$ cat src/rtl/pipe_stage.sv
// pipe_stage: valid/ready pipeline register with flush and a saturating upstream-stall counter.
// Define PIPE_STAGE_SKID_EN to add a second (skid) entry so in_ready is registered.
module pipe_stage #(
  parameter int               WIDTH  = 32,
  parameter logic [WIDTH-1:0] BUBBLE = {WIDTH{1'b0}}
) (
  input  logic             clk,
  input  logic             reset,
  input  logic             flush,
  input  logic             in_valid,
  output logic             in_ready,
  input  logic [WIDTH-1:0] in_data,
  output logic             out_valid,
  input  logic             out_ready,
  output logic [WIDTH-1:0] out_data,
  output logic [1:0]       occupancy,
  output logic [15:0]      stall_cnt
);
  logic             r_valid;
  logic [WIDTH-1:0] r_data;
  logic [15:0]      r_stall;
  logic             w_accept;
  logic             w_release;
  assign w_accept  = in_valid && in_ready;
  assign w_release = r_valid && out_ready;
  assign out_valid = r_valid;
  assign out_data  = r_data;
  assign stall_cnt = r_stall;
  always_ff @(posedge clk or posedge reset) begin
    if (reset)
      r_stall <= '0;
    else if (in_valid && !in_ready && !flush && r_stall != 16'hFFFF)
      r_stall <= r_stall + 16'd1;
  end
`ifdef PIPE_STAGE_SKID_EN
  logic             r_skid_valid;
  logic             r_in_ready;
  logic [WIDTH-1:0] r_skid_data;
  assign in_ready  = r_in_ready;
  assign occupancy = {r_skid_valid, r_valid && !r_skid_valid};
  // in_ready is precomputed as "not going to hold two entries", so out_ready never reaches it combinationally
  always_ff @(posedge clk or posedge reset) begin
    if (reset) begin
      r_valid      <= 1'b0;
      r_data       <= BUBBLE;
      r_skid_valid <= 1'b0;
      r_skid_data  <= BUBBLE;
      r_in_ready   <= 1'b1;
    end else if (flush) begin
      r_valid      <= 1'b0;
      r_data       <= BUBBLE;
      r_skid_valid <= 1'b0;
      r_skid_data  <= BUBBLE;
      r_in_ready   <= 1'b1;
    end else if (r_skid_valid) begin
      if (out_ready) begin
        r_data       <= r_skid_data;
        r_skid_valid <= 1'b0;
        r_skid_data  <= BUBBLE;
        r_in_ready   <= 1'b1;
      end
    end else if (w_accept && r_valid && !out_ready) begin
      r_skid_valid <= 1'b1;
      r_skid_data  <= in_data;
      r_in_ready   <= 1'b0;
    end else if (w_accept) begin
      r_valid <= 1'b1;
      r_data  <= in_data;
    end else if (w_release) begin
      r_valid <= 1'b0;
      r_data  <= BUBBLE;
    end
  end
`else
  assign in_ready  = !r_valid || out_ready;
  assign occupancy = {1'b0, r_valid};
  always_ff @(posedge clk or posedge reset) begin
    if (reset) begin
      r_valid <= 1'b0;
      r_data  <= BUBBLE;
    end else if (flush) begin
      r_valid <= 1'b0;
      r_data  <= BUBBLE;
    end else if (w_accept) begin
      r_valid <= 1'b1;
      r_data  <= in_data;
    end else if (w_release) begin
      r_valid <= 1'b0;
      r_data  <= BUBBLE;
    end
  end
`endif
endmodule

$ cat config.mk
export PLATFORM = sky130hd
export DESIGN_NAME = pipe_stage
export DESIGN_NICKNAME = d
export VERILOG_FILES = /design/src/rtl/pipe_stage.sv
export SDC_FILE = /design/constraint.sdc
export NUM_CORES = 1
export LEC_CHECK = 0
export ABC_AREA = 1
export BUFFER_PORTS_ARGS = -buffer_cell sky130_fd_sc_hd__buf_2
export CORE_AREA = 2 2 72 74
export CTS_BUF_LIST = sky130_fd_sc_hd__clkbuf_8
export CTS_CLUSTER_SIZE = 14
export DETAILED_ROUTE_END_ITERATION = 7
export DIE_AREA = 0 0 74 76
export GPL_TIMING_DRIVEN = 0
export MAX_ROUTING_LAYER = met4
export PLACE_DENSITY = 0.93
export SLEW_MARGIN = 20
export SYNTH_ARGS = -nofsm -noshare
export SYNTH_HDL_FRONTEND = slang
export SYNTH_SLANG_ARGS = --single-unit
$ cat constraint.sdc
create_clock -name clk -period 1.51 [get_ports clk]
set_input_delay 0.0755 -clock clk [delete_from_list [all_inputs] [get_ports clk]]
set_output_delay 0.0755 -clock clk [all_outputs]
set_load 0.02 [all_outputs]
==> flow_metrics.env <==
export IMPL_status="finished clean"
export IMPL_syn_area_per_cell_um2=7.93
export IMPL_cts_sinks=49
export IMPL_yosysSeqAreaShare=0.505
export IMPL_clockBufferDepth=2
export IMPL_hold_violations=0
export IMPL_grt_pass1_vias=2264
export IMPL_yosys_cell_types_count=25
export IMPL_cp_end_kind="flip-flop"
export IMPL_clk_pin_slew_ns=0.09
export IMPL_fin_area_um2=3270
export IMPL_max_freq_mhz=700
export IMPL_synthesis_nets=344
export IMPL_finalNetCount=452
export IMPL_die_h_um=76
export IMPL_grt_pass1_wl_um=10300
export IMPL_setup_viol=0
export IMPL_grt_overflow_total=0
export IMPL_die_w_um=74
export IMPL_cpLargestDelayFamily="simple AND/OR/NAND/NOR gates"
export IMPL_finalCritPeriodShare=0.946
export IMPL_port_buffers=87
export IMPL_row_count=26
export IMPL_dr_pass1_iters=4
export IMPL_p_leak_nw=1.80
export IMPL_fin_util=0.666
export IMPL_syn_cell_area_um2=2430
export IMPL_cp_required_ns=1.71
export IMPL_cap_violations=0
export IMPL_cts_tree="yes"
export IMPL_cp_slowest_cell="dfrtp_2"
export IMPL_yosys_warnings=0
export IMPL_area_growth_pct=34.8
export IMPL_drc=0
export IMPL_synthCells=306
export IMPL_worstSetupPathType="flip-flop to flip-flop"
export IMPL_arrival_ns=1.63
export IMPL_antenna_cells=0
export IMPL_dieArea_um2=5620
export IMPL_vias=2438
export IMPL_critPathMaxFanout=10
export IMPL_antenna_found_initial=0
export IMPL_placed_area_um2=2970
export IMPL_start_util=0.494
export IMPL_fin_skew_ns=0.00602
export IMPL_clkLatencyLatePin_ns=0.30
export IMPL_drtAntennaViolNets=0
export IMPL_ys_ff_latch=49
export IMPL_crit_path_max_incr_delay_ns=0.44
export IMPL_routed_wl_um=6200
export IMPL_routabilityCongestion=0.901
export IMPL_nFillCells=377
export IMPL_power_density_nw_per_um2=990
export IMPL_root_buffer="clkbuf_8"
export IMPL_grt_max_degree=34
export IMPL_wire_per_inst_um=12.8
export IMPL_drv_slew=0
export IMPL_startpoint_type="flip-flop"
export IMPL_hp_class="input pin to flip-flop"
export IMPL_drive_above_1_share=0.330
export IMPL_cts_made_buffers=5
export IMPL_vdd_drop_max_v=0.000616
export IMPL_via_per_inst=5.03
export IMPL_power_w=0.00324
export IMPL_min_period_ns=1.43
export IMPL_ioPinCount=89
export IMPL_drtIter0Drc=117
export IMPL_track_usage=0.234
export IMPL_coreArea_um2=4910
export IMPL_worstPathCellList="ha_4 > nand3_4 > inv_2 > nand2_2 > nor2_4 > nor2_4 > buf_6 > nand2_1 > nand2_1"
export IMPL_cts_htree_levels=2
export IMPL_cp_num_buf_inv=2
export IMPL_dp_hpwl_um=4430
[layout by cell type, fill, tap and decap left out, types with 7 or more instances in the layout]
cell type      instances
buf_2                 90
dfrtp_1               42
dfrtp_2                7
dlygate4sd3_1         10
inv_1                 22
nand2_1               91
nand3_1               74
nor2_1                14
[sequential cells by signal (all words and copies together) (netlist names)]
signal     count
out_valid      1
out_data      32
stall_cnt     16
[layer usage]
layer | GRT usage | wire length, um
met5 | - | 0
met4 | 0.0673 | 109
met3 | 0.0370 | 371
met2 | 0.378 | 3090
met1 | 0.305 | 2640
[power breakdown]
group / leakage, nW / switching (W) / internal, W
registers: 0.641 / 0.000128 / 0.00142
logic: 1.11 / 0.000443 / 0.000293
clock network: 0.0543 / 0.000452 / 0.000496
total: 1.80 / 0.00102 / 0.00221
[cells by family after synthesis]
logic type               Yosys count  synth area share
AO/OA/AOI/OAI                      9            0.0248
other                              1           0.00155
buffers and inverters             40            0.0696
XOR/XNOR                           4            0.0144
adder cells (fa/ha/maj)            1           0.00516
AND/OR/NAND/NOR                  202             0.379
flip-flops                        49             0.505
[path summary, 6_finish.rpt]
check                        startpoint             to  slack [ns]  cells past startpoint
max in group asynchronous         reset      out_valid        0.70                      4
min                         in_data[28]   out_data[28]       0.004                      3
max reg2reg                stall_cnt[1]  stall_cnt[15]        0.08                      9
max                        stall_cnt[1]  stall_cnt[15]        0.08                      9
min in group asynchronous         reset  stall_cnt[15]        0.30                      3
min reg2reg                 out_data[7]    out_data[7]        0.51                      2
[synth_stat cells]
| cell type | n | area (um^2) |
|---|---|---|
| nand2_2 | 7 | 43.8 |
| buf_2 | 3 | 15.0 |
| nand3_1 | 74 | 370 |
| nand2_1 | 91 | 342 |
| buf_4 | 2 | 15.0 |
| nand3_2 | 1 | 10.0 |
| ha_1 | 1 | 12.5 |
| nand4_1 | 3 | 18.8 |
| dfrtp_1 | 49 | 1230 |
| conb_1 | 1 | 3.75 |
| buf_1 | 3 | 11.3 |
| o21ai_2 | 4 | 35.0 |
| inv_2 | 2 | 7.51 |
| xor2_1 | 1 | 8.76 |
| nor2_1 | 16 | 60.1 |
| nand3b_1 | 3 | 22.5 |
| buf_6 | 1 | 11.3 |
| nor2_2 | 4 | 25.0 |
| o21ai_0 | 3 | 15.0 |
| inv_1 | 23 | 86.3 |
| clkbuf_1 | 6 | 22.5 |
| o21ai_1 | 2 | 10.0 |
| nor2_4 | 2 | 22.5 |
| nor3_1 | 1 | 5.00 |
| xnor2_1 | 3 | 26.3 |
[tightest hold or removal path: cells and delay by family]
family        cells  cell delay, ns
buf+inv           1            0.07
simple gates      2            0.12
[through the flow]
stage | setup WS (ns) | cells | TNS [ns] | hold slack (ns)
2_1_floorplan | 0.0498 | 306 | 0 | 0.187
3_3_place_gp | -0.553 | 463 | -19.98 | 0.295
3_5_place_dp | -0.0261 | 464 | -0.215 | 0.0856
4_1_cts | 0.0375 | 481 | 0 | 0.000100
5_1_grt | -0.0122 | 485 | -0.0122 | 0.00693
6_report | 0.0822 | 485 | 0 | 0.00442
[final cells by class]
type	count	area [um^2]	area share
Buffer	15	78.8	0.0241
Tap cell	70	87.6	0.0268
Timing Repair Buffer	101	578	0.177
Clock inverter	3	46.3	0.0142
Inverter	25	93.8	0.0287
Multi-Input combinational cell	217	1080	0.331
Clock buffer	5	68.8	0.0210
Sequential cell	49	1230	0.378
[timing repair]
item	in CTS	in global routing
gates resized for setup	6	11
pin swaps	0	2
hold buffers	9	1
hold endpoints to repair	24	1
setup endpoints to repair	12	23
buffers inserted	0	3
Note: power is estimated with default switching activity, not from simulation.
